File: src/rtl/rv_pipe_pkg.sv
// Shared pipeline constants and types for the fetch/decode boundary.
package rv_pipe_pkg;

  localparam int unsigned XLEN            = 32;
  localparam int unsigned FLUSH_SLOTS_MAX = 4;

  // ADD x0,x0,x0: architecturally inert, so a squashed slot decodes harmlessly.
  localparam logic [31:0] NOP_INSTR = 32'h0000_0033;
  localparam logic [6:0]  OP_RTYPE  = 7'b0110011;

  typedef enum logic [1:0] {
    ActLoad,
    ActSquash,
    ActHold
  } slot_act_e;

  function automatic logic is_rtype(input logic [31:0] instr);
    return instr[6:0] == OP_RTYPE;
  endfunction

endpackage

File: src/rtl/if_id_flush_reg_if.sv
// Fetch-side control/data and decode-side outputs of the IF/ID register.
interface if_id_flush_reg_if #(
  parameter int unsigned XLEN  = 32,
  parameter int unsigned CNT_W = 16
);

  logic             Is_Branch_Taken;
  logic             Stall;
  logic [XLEN-1:0]  Instruction_Fetch;
  logic [XLEN-1:0]  PC_Fetch;
  logic [XLEN-1:0]  Instruction_Decode;
  logic [XLEN-1:0]  PC_Decode;
  logic             Valid_Decode;
  logic             Flush_Active;
  logic [CNT_W-1:0] Squash_Count;

  modport master (
    output Is_Branch_Taken,
    output Stall,
    output Instruction_Fetch,
    output PC_Fetch,
    input  Instruction_Decode,
    input  PC_Decode,
    input  Valid_Decode,
    input  Flush_Active,
    input  Squash_Count
  );

  modport slave (
    input  Is_Branch_Taken,
    input  Stall,
    input  Instruction_Fetch,
    input  PC_Fetch,
    output Instruction_Decode,
    output PC_Decode,
    output Valid_Decode,
    output Flush_Active,
    output Squash_Count
  );

endinterface

File: src/rtl/squash_ctr.sv
// Tracks remaining squash slots after a taken branch and a saturating squash tally.
module squash_ctr
  import rv_pipe_pkg::*;
#(
  parameter int unsigned FLUSH_SLOTS = 1,
  parameter int unsigned CNT_W       = 16
) (
  input  logic             clk,
  input  logic             rst_n,
  input  logic             i_branch,
  output logic             o_squash,
  output logic             o_flush_active,
  output logic [CNT_W-1:0] o_squash_count
);

  localparam int unsigned FCW = $clog2(FLUSH_SLOTS + 1);
  localparam logic [FCW-1:0]   Reload  = FCW'(FLUSH_SLOTS - 1);
  localparam logic [CNT_W-1:0] CntMax  = {CNT_W{1'b1}};

  if (FLUSH_SLOTS < 1 || FLUSH_SLOTS > FLUSH_SLOTS_MAX) begin : g_bad_slots
    $error("squash_ctr: FLUSH_SLOTS out of range 1..%0d", FLUSH_SLOTS_MAX);
  end

  logic [FCW-1:0]   r_flush_cnt;
  logic [FCW-1:0]   w_flush_cnt_d;
  logic [CNT_W-1:0] r_squash_count;
  logic [CNT_W-1:0] w_squash_count_d;
  logic             w_pending;

  assign w_pending = (r_flush_cnt != '0);
  assign o_squash  = i_branch | w_pending;

  always_comb begin
    w_flush_cnt_d    = r_flush_cnt;
    w_squash_count_d = r_squash_count;
    // A new branch restarts the window rather than extending it.
    if (i_branch) begin
      w_flush_cnt_d = Reload;
    end else if (w_pending) begin
      w_flush_cnt_d = r_flush_cnt - FCW'(1);
    end
    if (o_squash && (r_squash_count != CntMax)) begin
      w_squash_count_d = r_squash_count + CNT_W'(1);
    end
  end

  always_ff @(posedge clk or negedge rst_n) begin
    if (!rst_n) begin
      r_flush_cnt    <= '0;
      r_squash_count <= '0;
    end else begin
      r_flush_cnt    <= w_flush_cnt_d;
      r_squash_count <= w_squash_count_d;
    end
  end

  assign o_flush_active = w_pending;
  assign o_squash_count = r_squash_count;

endmodule

File: src/rtl/if_id_flush_reg.sv
// IF/ID pipeline register: squashes slots after taken branches, holds on decode stall.
module if_id_flush_reg
  import rv_pipe_pkg::*;
#(
  parameter int unsigned     XLEN        = rv_pipe_pkg::XLEN,
  parameter logic [XLEN-1:0] NOP_INSTR   = rv_pipe_pkg::NOP_INSTR,
  parameter int unsigned     FLUSH_SLOTS = 1,
  parameter int unsigned     CNT_W       = 16
) (
  input logic               clk,
  input logic               rst_n,
  if_id_flush_reg_if.slave  bus
);

  logic            w_squash;
  slot_act_e       w_act;
  logic [XLEN-1:0] r_instr;
  logic [XLEN-1:0] r_pc;
  logic            r_valid;

  squash_ctr #(
    .FLUSH_SLOTS (FLUSH_SLOTS),
    .CNT_W       (CNT_W)
  ) u_squash_ctr (
    .clk            (clk),
    .rst_n          (rst_n),
    .i_branch       (bus.Is_Branch_Taken),
    .o_squash       (w_squash),
    .o_flush_active (bus.Flush_Active),
    .o_squash_count (bus.Squash_Count)
  );

  // Squash beats stall: a killed slot carries nothing worth holding.
  always_comb begin
    w_act = ActLoad;
    if (w_squash) begin
      w_act = ActSquash;
    end else if (bus.Stall) begin
      w_act = ActHold;
    end
  end

  always_ff @(posedge clk or negedge rst_n) begin
    if (!rst_n) begin
      r_instr <= NOP_INSTR;
      r_pc    <= '0;
      r_valid <= 1'b0;
    end else begin
      unique case (w_act)
        ActSquash: begin
          r_instr <= NOP_INSTR;
          r_pc    <= bus.PC_Fetch;
          r_valid <= 1'b0;
        end
        ActLoad: begin
          r_instr <= bus.Instruction_Fetch;
          r_pc    <= bus.PC_Fetch;
          r_valid <= 1'b1;
        end
        default: ;
      endcase
    end
  end

  assign bus.Instruction_Decode = r_instr;
  assign bus.PC_Decode          = r_pc;
  assign bus.Valid_Decode       = r_valid;

endmodule

File: src/flat_wrapper.sv
// flat-port wrapper written by rule: the top's interface ports become plain ports
module if_id_flush_reg_flat import rv_pipe_pkg::*;
#(
  parameter int unsigned     XLEN        = rv_pipe_pkg::XLEN,
  parameter logic [XLEN-1:0] NOP_INSTR   = rv_pipe_pkg::NOP_INSTR,
  parameter int unsigned     FLUSH_SLOTS = 1,
  parameter int unsigned     CNT_W       = 16
)
  (clk, rst_n, bus_Is_Branch_Taken, bus_Stall, bus_Instruction_Fetch, bus_PC_Fetch, bus_Instruction_Decode, bus_PC_Decode, bus_Valid_Decode, bus_Flush_Active, bus_Squash_Count);
  if_id_flush_reg_if #(.XLEN(XLEN), .CNT_W(CNT_W)) bus_i ();
  input logic clk;
  input logic rst_n;
  input wire logic [$bits(bus_i.Is_Branch_Taken)-1:0] bus_Is_Branch_Taken;
  input wire logic [$bits(bus_i.Stall)-1:0] bus_Stall;
  input wire logic [$bits(bus_i.Instruction_Fetch)-1:0] bus_Instruction_Fetch;
  input wire logic [$bits(bus_i.PC_Fetch)-1:0] bus_PC_Fetch;
  output wire logic [$bits(bus_i.Instruction_Decode)-1:0] bus_Instruction_Decode;
  output wire logic [$bits(bus_i.PC_Decode)-1:0] bus_PC_Decode;
  output wire logic [$bits(bus_i.Valid_Decode)-1:0] bus_Valid_Decode;
  output wire logic [$bits(bus_i.Flush_Active)-1:0] bus_Flush_Active;
  output wire logic [$bits(bus_i.Squash_Count)-1:0] bus_Squash_Count;
  assign bus_i.Is_Branch_Taken = bus_Is_Branch_Taken;
  assign bus_i.Stall = bus_Stall;
  assign bus_i.Instruction_Fetch = bus_Instruction_Fetch;
  assign bus_i.PC_Fetch = bus_PC_Fetch;
  assign bus_Instruction_Decode = bus_i.Instruction_Decode;
  assign bus_PC_Decode = bus_i.PC_Decode;
  assign bus_Valid_Decode = bus_i.Valid_Decode;
  assign bus_Flush_Active = bus_i.Flush_Active;
  assign bus_Squash_Count = bus_i.Squash_Count;
  if_id_flush_reg #(.XLEN(XLEN), .NOP_INSTR(NOP_INSTR), .FLUSH_SLOTS(FLUSH_SLOTS), .CNT_W(CNT_W)) u_core (.clk(clk), .rst_n(rst_n), .bus(bus_i));
endmodule
File: config.mk
export PLATFORM = sky130hd
export DESIGN_NAME = if_id_flush_reg_flat
export DESIGN_NICKNAME = d
export VERILOG_FILES = /design/src/rtl/rv_pipe_pkg.sv /design/src/rtl/if_id_flush_reg_if.sv /design/src/rtl/squash_ctr.sv /design/src/rtl/if_id_flush_reg.sv /design/src/flat_wrapper.sv
export SDC_FILE = /design/constraint.sdc
export NUM_CORES = 1
export LEC_CHECK = 0
export ABC_AREA = 1
export CAP_MARGIN = 20
export CELL_PAD_IN_SITES_DETAIL_PLACEMENT = 0
export CELL_PAD_IN_SITES_GLOBAL_PLACEMENT = 1
export CORE_MARGIN = 2
export CORE_UTILIZATION = 32
export DETAILED_ROUTE_END_ITERATION = 10
export PLACE_DENSITY_LB_ADDON = 0.05
export SLEW_MARGIN = 20
export SYNTH_ARGS = -nofsm -noshare
export SYNTH_HDL_FRONTEND = slang
export SYNTH_SLANG_ARGS = --single-unit
File: constraint.sdc
create_clock -name clk -period 4.1 [get_ports clk]
set_input_delay 0.41 -clock clk [delete_from_list [all_inputs] [get_ports clk]]
set_output_delay 0.41 -clock clk [all_outputs]
set_load 0.05 [all_outputs]
# Word-level counts from Yosys, hierarchy flattened
# Index checks and enable logic that the tools add are counted.
[op_classes] eq_ne=2 n_reduce_logical=4 mux=6 bitwise_logic=1 add_sub_neg=2
[op_table] operator="$pmux 32 s2" count=1
[op_table] operator="$add 16x1->16 const B" count=1
[op_table] operator="$ne 16x16->1 const B" count=1
[op_table] operator="$mux 2" count=2
[op_table] operator="$eq 2x1->1 const B" count=1
[op_table] operator="$logic_not 2->1" count=1
[op_table] operator="$mux 1" count=2
[op_table] operator="$pmux 1 s2" count=1
[op_table] operator="$reduce_bool 2->1" count=1
[op_table] operator="$reduce_or 2->1" count=1
[op_table] operator="$logic_and 1x1->1" count=1
[op_table] operator="$or 1x1->1" count=1
[op_table] operator="$sub 1x1->1 const B" count=1
[totals] reg_bits=82 word_cells=20 inputBits=68

# Depth between registers and ports, before layout
[logic_depth] ltp_word=4 mapped_depth=9 depth_no_buf=9

# Cells and area by module
# A second synthesis with hierarchy kept.
[hier_totals] cells_unflattened=428 area_unflattened_um2=3555.9
[modules_own_cells] mod="if_id_flush_reg" cells_per_inst=275 seq_area_each_um2=1631.6 area_each_um2=2458.6 n_inst=1
[modules_own_cells] mod="squash_ctr" cells_per_inst=153 seq_area_each_um2=400.4 area_each_um2=1097.3 n_inst=1

# Worst setup path before layout
# No wires, ideal clock.
[synth_path] path_type="reg-to-reg" startpoint="reg u_core.u_squash_ctr.r_squash_count[1], in the netlist u_core.u_squash_ctr.o_squash_count[1]" endpoint="reg u_core.u_squash_ctr.r_squash_count[7], in the netlist u_core.u_squash_ctr.o_squash_count[7]" required_time_ps=3980 synth_period_minus_slack_ps=1768 arrival_time_ps=1648 setup_slack_ps=2332 setup_ps=120 stages_incl_launch_ff=10 path_cell_list="dfrtp_1 > ha_1 > nand2_1 > nor2_2 > nand2_2 > nor2_2 > nor2_2 > buf_6 > nand2_1 > nand2_1"
[synth_via] elab_chain_len=2 word_cells_on_any_way=3
[synth_rtl] item="start: declaration" line_no="squash_ctr.sv:26" rtl="logic [CNT_W-1:0] r_squash_count;"
[synth_rtl] item="start signal: assignment" line_no="squash_ctr.sv:53" rtl="r_squash_count <= w_squash_count_d;"
[synth_rtl] item="parallel branches: the longest is 2 deep, another holds $add 16x1->16"
# Parallel ways; which one is timed is not known.
# A chain may end at the register's enable or synchronous reset.

# Final worst setup path
[layout_path] startpoint="reg u_core.r_instr[5], in the netlist u_core.bus.Instruction_Decode[5]" endpoint="out bus_Instruction_Decode[5]"
[layout_lines] item="start: declaration" line_no="if_id_flush_reg.sv:17" rtl="logic [XLEN-1:0] r_instr;"
[layout_lines] item="start signal: assignment" line_no="if_id_flush_reg.sv:56" rtl="r_instr <= bus.Instruction_Fetch;"
[layout_lines] item="end: declaration" line_no="flat_wrapper.sv:17" rtl="output wire logic [$bits(bus_i.Instruction_Decode)-1:0] bus_Instruction_Decode;"
# No word-level cell between the ends.

==> results list <==
* Overall routed net length: 9260 um
- The total overflow left after global routing is 0.
- Average wire length per cell after detail routing: 13.3 um
- Ports: 150
- VDD IR-drop max: 0.258 mV
- Part of the cycle the worst path needs: 0.514
- In the final design database the tool counted 622 nets.
* Num Clock Sinks: 81
- The routed design uses 4200 um of met2 wire.
* Delay of the slowest cell on the worst path: 820 ps
- Worst path depth: 1
- Cell internal power was estimated by the tool at 0.00150 W.
- After detailed routing, the number of remaining DRC violations is 0.
* Sw Ratio: 0.333
* Drt pass-1 iters: 4
- Setup Buffers After CTS: 0
* Netlist area before placement: 3460 sq um
- Entering global routing, the biggest net connects 61 pins.
- Across the run, the number of max-cap violations was 0.
- Worst-case register-to-register setup slack: 2390 ps
* Top layer used by detailed routing: met4
- M1 WL: 4260 um
* Crit Path Class: reg2out
- Final HPWL from detailed placement: 6400 um
* Relative max-transition margin: 0.578
- In this run the critical register-to-register path is captured at u_core.u_squash_ctr.o_squash_count[11].
- First-iteration detailed-routing DRC count: 154
- The share of total power dissipated in sequential elements is 0.414.
- Clock Path Buffers: 2
- Most common cell in the synthesized netlist: nand2_1
- Power density over the cells: 424 nW/um^2
- The share of the Yosys chip area taken by registers is 0.587.
* Cell chosen for the clock root: clkbuf_8
- Once routing completed, OpenROAD measured the worst setup slack at 1990 ps.
- Leading cell types by total area after synthesis: dfrtp_1 (56%), nand2_1 (23%), nand3_1 (5.3%)
- Bufs and invs on worst path: 1
- Number of buffers added by the clock tree synthesis step: 9
- The number of global-route vias before repair was 2889.
* Synth Area per Inst: 8.51 sq um
* Leakage power figure: 2.47 nW
- Type of element launching the critical path: register
- The completed layout was analyzed and its total power is 0.00225 W.
* Insertion delay to the later sink of the worst-skew pair: 350 ps
* Cell area after layout: 5300 sq um
- The routed layout has 3085 vias.
- The first global-routing pass estimated 14800 um of wire.
* Unrepaired setup endpoints after global routing: no
- Top cell type's share of synthesized area: 0.556
- Sequential cell area: 2030 sq um
- In this run the worst path has a maximum fanout of 2.
- Antenna diode count: 0
- Routability congestion estimate: 0.782
- H-tree depth reported by CTS: 3
- In this run, synthesis produced a sequential element count of 81.
* Fin. Hold Viols: 0
* Wire length on met3: 713 um
- Cell types with the highest counts after synthesis: nand2_1 (209), dfrtp_1 (77), nand3_1 (37), inv_1 (14), nor2_1 (9)
- Number of nets with antenna violations after routing: 0
* Relative area change from synthesis to final layout: 53.1%
- Clock-pin slew of the registers on the worst-case setup and hold paths: 90 ps
- The count of buffers added on input and output ports is 148.
* Placed Area: 5070 sq um
- Required time at the worst-slack endpoint: 3690 ps
* Slew at the pin with the worst max-slew slack: 632 ps
* Share of async-settable or async-resettable flops after synthesis: 1.00
* Worst reg2reg startpoint: u_core.u_squash_ctr.o_squash_count[0]
- Family of cells with the greatest summed delay on the critical path: buffers and inverters
- The tightest min-delay check is of the in2async type.
- Of the cells placed in the final design, the portion with a size suffix greater than 1 is 0.0753.
* Cell type of the slowest stage on the worst timing path: clkdlybuf4s50_1
- Overall global routing resource usage: 0.161
* Worst setup slack before clock tree synthesis: 1650 ps
* Number of fillers in the final layout: 1035
- Summing all multi-input logic gate instances after layout gives 1290 sq um.
* Biggest area consumer among synthesized cells: dfrtp_1
- NetSw: 0.000750 W
- Die width: 108 um
- Minimum clock period after layout: 2110 ps
* Source of the critical timing path: u_core.bus.Instruction_Decode[5]
- The die covers 11700 sq um.
- Length in cells of the worst reg-to-reg path: 8
- Combinational share of power: 0.277
- Starting density of the core: 0.332
* Count of final max-slew check failures: 0
- The worst setup path is captured at an output pin.
- Final setup violation count: 0
- The signal on the critical path passes through clkdlybuf4s50_1.
* Max Clock Freq: 0.474 GHz
- In this run the standard cell core region covers 10400 sq um.
- The number of antenna violations at the first check in global routing is 0.
- TritonCTS built the clock tree.
- Vias per Instance: 4.45
* Count of standard-cell rows: 37
- Power share of the clock group: 0.310
* Result of the run: finished, final reports clean
- Aggregate negative setup slack: 0 ps
- Counting every net in the synthesized netlist gives 476.
- Data arrives at the worst endpoint at 1700 ps.
- Post-Synthesis Cells: 407
* Warnings from Yosys: 0
- Total of cells resized after clock tree synthesis: 0
* Distinct cells, synth: 25
- CTS Hold Bufs: 0
- For the final database, setup skew stands at 13.1 ps.
- Among all flip-flop cells after synthesis, the most frequent one is dfrtp_1.
* Number of synthesized flops with an enable pin: 0
- Measured along the y axis, the die boundary spans 108 um.
## power by group through the flow
stage	Sequential (W)	Combinational (W)	Clock [W]
6_report	0.000930	0.000623	0.000696
5_1_grt	0.000942	0.000665	0.000750
4_1_cts	0.000931	0.000631	0.000715
3_5_place_dp	0.000946	0.000628	0
3_3_place_gp	0.000945	0.000626	0
2_1_floorplan	0.00118	0.000132	0
## per-stage QoR
stage	instances	hold WS [ps]	utilization
2_1_floorplan	407	114	-
3_3_place_gp	678	453	0.486
3_5_place_dp	678	456	0.486
4_1_cts	694	67.1	0.509
5_1_grt	694	92.9	0.509
6_report	694	48.2	0.509
## worst max path at each step
stage	endpoint	slack [ps]
4_1_cts	bus_Instruction_Decode[5]	1960
3_3_place_gp	u_core.u_squash_ctr.o_squash_count[11]	1680
2_1_floorplan	u_core.u_squash_ctr.o_squash_count[7]	2330
5_1_grt	u_core.u_squash_ctr.o_squash_count[11]	1880
3_5_place_dp	u_core.u_squash_ctr.o_squash_count[11]	1650
6_report	bus_Instruction_Decode[5]	1990
## layer usage
layer	vias to the layer above	GRT usage
li1	1549	-
met1	1437	0.223
met2	91	0.243
met3	8	0.0470
met4	0	0.0522
met5	-	0
## sequential cells by signal, summed over array words and instances, names as in the netlist
signal and flops:
u_core.u_squash_ctr.o_squash_count 16, u_core.bus.Valid_Decode 1, u_core.bus.PC_Decode 32, u_core.bus.Instruction_Decode 32
## layout by cell type (no fill, tap or decap), types with 2 or more instances in the layout
cell type          n
inv_2              2
nand2_2            4
clkinvlp_4         2
dfrtp_1           77
nand2_1          209
o21ai_2            3
dfstp_2            4
xnor2_1            5
clkbuf_8           9
inv_1             14
nor2_4             2
nor2_1             8
nor2_2             7
xor2_1             3
clkbuf_1           2
clkdlybuf4s50_1  147
o22a_1             4
nor3_1             2
bufinv_16          3
o21ai_1            3
nand3_1           37
nand4_1            3
buf_4              5
## cell type report
type                    count  share of cell area
well taps                 136              0.0321
clock buffers              11              0.0248
inverters                  16              0.0113
multi-input cells         293               0.244
flip-flops and latches     81               0.383
clock inverters             5              0.0198
repair buffers            152               0.285
## kinds of logic (layout without fill, tap and decap cells)
family                   after synthesis  in the layout  synth area share
adder cells (fa/ha/maj)                1              1           0.00361
AND/OR/NAND/NOR                      273            273             0.325
XOR/XNOR                               8              8            0.0202
buffers and inverters                 33            184            0.0415
flip-flops                            81             81             0.587
AO/OA/AOI/OAI                         10             10            0.0220
other                                  1              1           0.00108
Power figures use the tool's default switching activity.
